### src/rtl/alu_share_ctrl_pkg.sv
`default_nettype none
// +----------------------------------------------------------------------------+
// | Module      : alu_pkg                                                      |
// | Description : Shared opcodes, FSM state type and datapath width for the   |
// |               ALU sharing controller.                                      |
// | Revision    : 1.0                                                          |
// +----------------------------------------------------------------------------+
package alu_pkg;

    localparam int ALU_W = 8;

    localparam logic [2:0] OP_ADD = 3'b000;
    localparam logic [2:0] OP_SUB = 3'b001;
    localparam logic [2:0] OP_AND = 3'b010;
    localparam logic [2:0] OP_OR  = 3'b011;
    localparam logic [2:0] OP_XOR = 3'b100;

    typedef enum logic [1:0] {
        IDLE = 2'd0,
        EXEC = 2'd1,
        RESP = 2'd2
    } alu_state_t;

endpackage
`default_nettype wire

### src/rtl/alu_share_ctrl_if.sv
`default_nettype none
// +----------------------------------------------------------------------------+
// | Module      : alu_share_ctrl_if                                            |
// | Description : Request and response handshake bundle between the           |
// |               requesting engines and the ALU sharing controller.           |
// | Revision    : 1.0                                                          |
// +----------------------------------------------------------------------------+
interface alu_share_ctrl_if
    import alu_pkg::*;
#(
    parameter int NREQ = 2,
    parameter int IDW  = $clog2(NREQ)
);
    logic [NREQ-1:0]       req_valid;
    logic [NREQ-1:0]       req_ready;
    logic [NREQ*ALU_W-1:0] req_a;
    logic [NREQ*ALU_W-1:0] req_b;
    logic [NREQ*3-1:0]     req_op;
    logic                  rsp_valid;
    logic                  rsp_ready;
    logic [IDW-1:0]        rsp_id;
    logic [ALU_W-1:0]      rsp_result;
    logic                  rsp_carry;
    logic                  rsp_err;

    modport master (
        output req_valid, req_a, req_b, req_op, rsp_ready,
        input  req_ready, rsp_valid, rsp_id, rsp_result, rsp_carry, rsp_err
    );

    modport slave (
        input  req_valid, req_a, req_b, req_op, rsp_ready,
        output req_ready, rsp_valid, rsp_id, rsp_result, rsp_carry, rsp_err
    );
endinterface
`default_nettype wire

### src/rtl/alu_share_ctrl_alu.sv
`default_nettype none
// +----------------------------------------------------------------------------+
// | Module      : alu_8bit                                                     |
// | Description : Combinational 8-bit ALU: ADD, SUB (carry = borrow), AND,     |
// |               OR, XOR; remaining opcodes flag an error.                    |
// | Revision    : 1.0                                                          |
// +----------------------------------------------------------------------------+
module alu_8bit
    import alu_pkg::*;
(
    input  wire logic [ALU_W-1:0] a_i,
    input  wire logic [ALU_W-1:0] b_i,
    input  wire logic [2:0]       op_i,
    output logic [ALU_W-1:0]      result_o,
    output logic                  carry_o,
    output logic                  err_o
);

    always_comb begin
        result_o = '0;
        carry_o  = 1'b0;
        err_o    = 1'b0;
        case (op_i)
            OP_ADD:  {carry_o, result_o} = {1'b0, a_i} + {1'b0, b_i};
            // The ninth bit of the wrapped difference is the borrow
            OP_SUB:  {carry_o, result_o} = {1'b0, a_i} - {1'b0, b_i};
            OP_AND:  result_o = a_i & b_i;
            OP_OR:   result_o = a_i | b_i;
            OP_XOR:  result_o = a_i ^ b_i;
            default: err_o = 1'b1;
        endcase
    end

endmodule
`default_nettype wire

### src/rtl/alu_share_ctrl.sv
`default_nettype none
// +----------------------------------------------------------------------------+
// | Module      : alu_share_ctrl                                               |
// | Description : Round-robin arbiter/sequencer sharing one alu_8bit among     |
// |               NREQ requesters, with tagged registered responses.           |
// | Revision    : 1.0                                                          |
// +----------------------------------------------------------------------------+
module alu_share_ctrl
    import alu_pkg::*;
#(
    parameter int NREQ = 2,
    parameter int IDW  = $clog2(NREQ)
)(
    input  wire logic       clk,
    input  wire logic       rst_n,
    alu_share_ctrl_if.slave bus,
    output logic            busy,
    output logic [15:0]     done_cnt
);

    alu_state_t       state_q, state_d;
    logic [IDW-1:0]   ptr_q, ptr_d;
    logic [IDW-1:0]   id_q, rsp_id_q;
    logic [ALU_W-1:0] a_q, b_q, rsp_result_q;
    logic [2:0]       op_q;
    logic             rsp_carry_q, rsp_err_q;
    logic [15:0]      done_cnt_q, done_cnt_d;

    logic [IDW:0]     pick;
    logic [IDW-1:0]   win;
    logic             accept;
    logic [NREQ-1:0]  req_ready;
    logic [ALU_W-1:0] a_sel, b_sel;
    logic [2:0]       op_sel;
    logic [ALU_W-1:0] alu_result;
    logic             alu_carry, alu_err;

    // Returns {found, index}: first valid requester searching upward from ptr
    function automatic logic [IDW:0] rr_pick(input logic [NREQ-1:0] valid,
                                             input logic [IDW-1:0]  ptr);
        logic [IDW:0]   res;
        logic [IDW-1:0] idx_w;
        int             idx;
        res = '0;
        for (int k = NREQ - 1; k >= 0; k--) begin
            idx = int'(ptr) + k;
            if (idx >= NREQ) idx = idx - NREQ;
            idx_w = IDW'(idx);
            if (valid[idx_w]) res = {1'b1, idx_w};
        end
        return res;
    endfunction

    assign pick = rr_pick(bus.req_valid, ptr_q);
    assign win  = pick[IDW-1:0];

    always_comb begin
        a_sel  = '0;
        b_sel  = '0;
        op_sel = '0;
        for (int i = 0; i < NREQ; i++) begin
            if (win == IDW'(i)) begin
                a_sel  = bus.req_a[i*ALU_W +: ALU_W];
                b_sel  = bus.req_b[i*ALU_W +: ALU_W];
                op_sel = bus.req_op[i*3 +: 3];
            end
        end
    end

    always_comb begin
        state_d    = state_q;
        ptr_d      = ptr_q;
        done_cnt_d = done_cnt_q;
        req_ready  = '0;
        accept     = 1'b0;
        case (state_q)
            IDLE: begin
                // rst_n gating keeps req_ready low throughout reset
                if (pick[IDW] && rst_n) begin
                    req_ready[win] = 1'b1;
                    accept         = 1'b1;
                    ptr_d          = (win == IDW'(NREQ - 1)) ? '0 : win + 1'b1;
                    state_d        = EXEC;
                end
            end
            EXEC: state_d = RESP;
            RESP: begin
                if (bus.rsp_ready) begin
                    done_cnt_d = done_cnt_q + 16'd1;
                    state_d    = IDLE;
                end
            end
            default: state_d = IDLE;
        endcase
    end

    always_ff @(posedge clk or negedge rst_n) begin
        if (!rst_n) begin
            state_q      <= IDLE;
            ptr_q        <= '0;
            done_cnt_q   <= '0;
            id_q         <= '0;
            a_q          <= '0;
            b_q          <= '0;
            op_q         <= '0;
            rsp_id_q     <= '0;
            rsp_result_q <= '0;
            rsp_carry_q  <= 1'b0;
            rsp_err_q    <= 1'b0;
        end else begin
            state_q    <= state_d;
            ptr_q      <= ptr_d;
            done_cnt_q <= done_cnt_d;
            if (accept) begin
                id_q <= win;
                a_q  <= a_sel;
                b_q  <= b_sel;
                op_q <= op_sel;
            end
            if (state_q == EXEC) begin
                rsp_id_q     <= id_q;
                rsp_result_q <= alu_result;
                rsp_carry_q  <= alu_carry;
                rsp_err_q    <= alu_err;
            end
        end
    end

    alu_8bit u_alu (
        .a_i      (a_q),
        .b_i      (b_q),
        .op_i     (op_q),
        .result_o (alu_result),
        .carry_o  (alu_carry),
        .err_o    (alu_err)
    );

    assign bus.req_ready  = req_ready;
    assign bus.rsp_valid  = (state_q == RESP);
    assign bus.rsp_id     = rsp_id_q;
    assign bus.rsp_result = rsp_result_q;
    assign bus.rsp_carry  = rsp_carry_q;
    assign bus.rsp_err    = rsp_err_q;
    assign busy           = (state_q != IDLE);
    assign done_cnt       = done_cnt_q;

endmodule
`default_nettype wire

### src/flat_wrapper.sv
// flat-port wrapper written by rule: the top's interface ports become plain ports
module alu_share_ctrl_flat import alu_pkg::*;
#(
    parameter int NREQ = 2,
    parameter int IDW  = $clog2(NREQ)
)
  (clk, rst_n, busy, done_cnt, bus_req_valid, bus_req_a, bus_req_b, bus_req_op, bus_rsp_ready, bus_req_ready, bus_rsp_valid, bus_rsp_id, bus_rsp_result, bus_rsp_carry, bus_rsp_err);
  alu_share_ctrl_if #(.NREQ(NREQ), .IDW(IDW)) bus_i ();
  input  wire logic clk;
  input  wire logic rst_n;
  output logic busy;
  output logic [15:0] done_cnt;
  input wire logic [$bits(bus_i.req_valid)-1:0] bus_req_valid;
  input wire logic [$bits(bus_i.req_a)-1:0] bus_req_a;
  input wire logic [$bits(bus_i.req_b)-1:0] bus_req_b;
  input wire logic [$bits(bus_i.req_op)-1:0] bus_req_op;
  input wire logic [$bits(bus_i.rsp_ready)-1:0] bus_rsp_ready;
  output wire logic [$bits(bus_i.req_ready)-1:0] bus_req_ready;
  output wire logic [$bits(bus_i.rsp_valid)-1:0] bus_rsp_valid;
  output wire logic [$bits(bus_i.rsp_id)-1:0] bus_rsp_id;
  output wire logic [$bits(bus_i.rsp_result)-1:0] bus_rsp_result;
  output wire logic [$bits(bus_i.rsp_carry)-1:0] bus_rsp_carry;
  output wire logic [$bits(bus_i.rsp_err)-1:0] bus_rsp_err;
  assign bus_i.req_valid = bus_req_valid;
  assign bus_i.req_a = bus_req_a;
  assign bus_i.req_b = bus_req_b;
  assign bus_i.req_op = bus_req_op;
  assign bus_i.rsp_ready = bus_rsp_ready;
  assign bus_req_ready = bus_i.req_ready;
  assign bus_rsp_valid = bus_i.rsp_valid;
  assign bus_rsp_id = bus_i.rsp_id;
  assign bus_rsp_result = bus_i.rsp_result;
  assign bus_rsp_carry = bus_i.rsp_carry;
  assign bus_rsp_err = bus_i.rsp_err;
  alu_share_ctrl #(.NREQ(NREQ), .IDW(IDW)) u_core (.clk(clk), .rst_n(rst_n), .bus(bus_i), .busy(busy), .done_cnt(done_cnt));
endmodule
### config.mk
export PLATFORM = sky130hd
export DESIGN_NAME = alu_share_ctrl_flat
export DESIGN_NICKNAME = d
export VERILOG_FILES = /design/src/rtl/alu_share_ctrl_pkg.sv /design/src/rtl/alu_share_ctrl_if.sv /design/src/rtl/alu_share_ctrl_alu.sv /design/src/rtl/alu_share_ctrl.sv /design/src/flat_wrapper.sv
export SDC_FILE = /design/constraint.sdc
export NUM_CORES = 1
export LEC_CHECK = 0
export CORE_AREA = 3 3 100 102
export DETAILED_ROUTE_END_ITERATION = 16
export DIE_AREA = 0 0 103 105
export PLACE_DENSITY = 0.7
export SYNTH_ARGS = -nofsm -noshare
export SYNTH_HDL_FRONTEND = slang
export SYNTH_HIERARCHICAL = 1
export SYNTH_SLANG_ARGS = --single-unit
### constraint.sdc
create_clock -name clk -period 3 [get_ports clk]
set_input_delay 0.6 -clock clk [delete_from_list [all_inputs] [get_ports clk]]
set_output_delay 0.6 -clock clk [all_outputs]
set_load 0.05 [all_outputs]
==> results_dict.tcl <==
set metrics [dict create \
    status "finished clean" \
    numCtsBuffers 5 \
    netlist_area_sq_um 3260 \
    drc 0 \
    synth_top_area_share_pct 38.3 \
    core_sq_um 9200 \
    routedWlPerCell_um 15.6 \
    worst_setup_path_end_kind "primary output" \
    worstPathMaxFanout 5 \
    synth_edf_count 0 \
    critical_path.endpoint "bus_rsp_valid" \
    setup_viol 0 \
    antenna_found_initial 0 \
    power.leakage_uw 0.00192 \
    crit_chain "nor2b_1 > clkdlybuf4s50_1" \
    start_util_pct 35.5 \
    num_rows 35 \
    tns_ns 0 \
    synth.area.top_cells "dfrtp_1 (38%), ha_1 (9.6%), a222oi_1 (5.8%)" \
    ys_types 61 \
    synth_ff_type "dfrtp_1" \
    ios 74 \
    period_share_pct 83.1 \
    relSlewSlack_pct 52.7 \
    ys_ff_latch 50 \
    crit_arrival_ns 1.89 \
    drtAntennaViolNets 0 \
    hp-class "in2async" \
    drv_slew 0 \
    timing.rr.start "u_core/a_q[0]$_DFFE_PN0P_" \
    vdd_ir_drop_max_mv 0.425 \
    die_area_sq_um 10800 \
    syn_to_final_growth_pct 27.9 \
    routed_via_density 5.25 \
    clkLatencyLatePin_ns 0.30 \
    drt-total-wl_mm 8.04 \
    async_flop_share_pct 100 \
    critical_path_class "reg2out" \
    die_y_um 105 \
    timing.hold.ws_ns 0.412 \
    synth_top_area_cell "dfrtp_1" \
    root_buffer "clkbuf_8" \
    antenna_cells 0 \
    critPathLaunch "u_core/state_q[1]$_DFFE_PN0P_" \
    vias 2710 \
    nets 475 \
    htreeDepth 2 \
    cts_setup_buffers 0 \
    cts_buffer_depth 2 \
    worst_pin_slew_ns 0.710 \
    maxCapViolCount 0 \
    worstRegToRegCells 8 \
    drive_gt1_share_pct 10.9 \
    port-buffer-count 73 \
    first_pass_iters 6 \
    grt_max_degree 51 \
    hold_viol 0 \
    rsz0062_at_grt "false" \
    dieWidth_um 103 \
    postCtsHoldBufs 0 \
    clock-skew-final_ns 0.00513 \
    yosys_warnings 6 \
    drt_iter0_markers 245 \
    cts_resized 0 \
    power_per_cell_area_nw_per_um2 1040 \
    synth_nets 406 \
    worst_setup_path_start_kind "flip-flop" \
    grt_pass1_vias 2615 \
    ys_seq_area_share_pct 38.3 \
    max_stage_delay_ns 0.86 \
    synth_area_per_cell_sq_um 9.72 \
    min_period_ns 2.49 \
    grt.overflow.total 0 \
    utilization_pct 45.4 \
    grtUsageTotal_pct 15.1 \
    dp_hpwl_mm 6.24 \
    clk_pin_slew_ns 0.09 \
    reg2reg_to "u_core/bus.rsp_result[4]$_DFFE_PN0N_" \
    syn_inst 336 \
    crit_path_top_delay_cell "clkdlybuf4s50_1" \
    gp_congestion 0.871 \
    cp.required_ns 2.40 \
    cts_tree "built" \
    reg2reg_slack_ns 0.74 \
    grt_first_pass_wirelength_mm 13.1 \
    numClockSinks 50 \
    max_freq_mhz 401 \
]
==> routing by layer <==
layer  up-vias  global-route usage [%]  share of wire (%)
met1      1303                    20.3                 45
met3         8                    2.34                5.2
met2        72                    24.8                 48
met5         -                       0                  0
met4         0                    4.16                1.4
li1       1327                       -                  -
==> cell usage after synthesis, drive strengths merged, types with 2 or more instances <==
| master | n |
|---|---|
| or2 | 2 |
| nand2 | 21 |
| ha | 25 |
| dfrtp | 50 |
| mux2 | 11 |
| o21bai | 3 |
| a211oi | 2 |
| and3 | 4 |
| nand3 | 13 |
| inv | 44 |
| or3 | 2 |
| o22ai | 3 |
| clkbuf | 7 |
| nor2b | 7 |
| xnor2 | 13 |
| a21oi | 16 |
| o21ai | 10 |
| a22oi | 2 |
| nor3 | 7 |
| mux2i | 2 |
| xor2 | 9 |
| o31ai | 4 |
| o211ai | 5 |
| fa | 2 |
| o311ai | 2 |
| a222oi | 19 |
| nor2 | 20 |
| buf | 9 |
| nand2b | 3 |
| nand4 | 2 |
==> worst min-delay path by stage <==
stage	from	endpoint	slack [ns]	cells after the start
after floorplan	rst_n	u_core/a_q[0]$_DFFE_PN0P_	0.30	0
after global routing	rst_n	u_core/state_q[1]$_DFFE_PN0P_	0.47	2
after CTS	rst_n	u_core/done_cnt[2]$_DFFE_PN0P_	0.44	2
after detailed placement	u_core/done_cnt[15]$_DFFE_PN0P_	u_core/done_cnt[15]$_DFFE_PN0P_	0.46	1
final	rst_n	u_core/done_cnt[2]$_DFFE_PN0P_	0.41	2
after global placement	u_core/done_cnt[15]$_DFFE_PN0P_	u_core/done_cnt[15]$_DFFE_PN0P_	0.46	1
==> report_power, final <==
part           switching [uW]  internal (uW)  total (uW)
Clock                     227            160         386
Sequential                284            911        1190
Combinational            1600           1150        2760
==> per-stage QoR <==
stage               worst slack, ns  instance area (sq um)  power [uW]  cells
detailed placement            0.719                   4090        3950    509
global route                  0.360                   4170        4700    516
global placement              0.767                   4090        3880    509
finish                        0.508                   4170        4340    516
floorplan                     0.750                   3260        3260    336
CTS                           0.491                   4170        4360    516
==> worst max-delay path: cells and delay by family, from the launching register on <==
kind	cells	cell delay (ns)
buffers and inverters	1	0.86
and+or+nand+nor	1	0.29
DFF	1	0.44
==> cell families (layout without fill, tap and decap cells) <==
| family | after synthesis | count (layout) | synth area share [%] |
|---|---|---|---|
| xor+xnor | 22 | 22 | 5.90 |
| simple gates | 89 | 89 | 14.8 |
| fa+ha+maj | 27 | 27 | 10.8 |
| buf+inv | 60 | 129 | 8.01 |
| compound gates | 75 | 75 | 17.8 |
| mux | 13 | 13 | 4.41 |
| flops | 50 | 50 | 38.3 |
==> flip-flops by register name, summed over array words and instances, names as in the netlist, 2 cells and up <==
| signal | count |
|---|---|
| u_core/bus.rsp_result | 8 |
| u_core/state_q | 2 |
| u_core/done_cnt | 16 |
| u_core/a_q | 8 |
| u_core/b_q | 8 |
| u_core/op_q | 3 |
==> final cells by class <==
type,instances,area [sq um]
Fill cell,891,5020
Clock buffer,5,68.8
Multi-Input combinational cell,226,1750
Sequential cell,50,1250
Tap cell,111,139
Clock inverter,2,15.0
Timing Repair Buffer,78,783
Inverter,44,165
==> layout by cell type, fill, tap and decap left out, types with 6 or more instances in the layout <==
cell	n
clkdlybuf4s50_1	70
dfrtp_1	50
inv_1	42
ha_1	25
nand2_1	21
a222oi_1	19
nor2_1	19
a21oi_1	14
nand3_1	13
xnor2_1	13
mux2_2	11
xor2_1	9
o21ai_0	8
nor2b_1	6
Note: power is estimated with default switching activity, not from simulation.
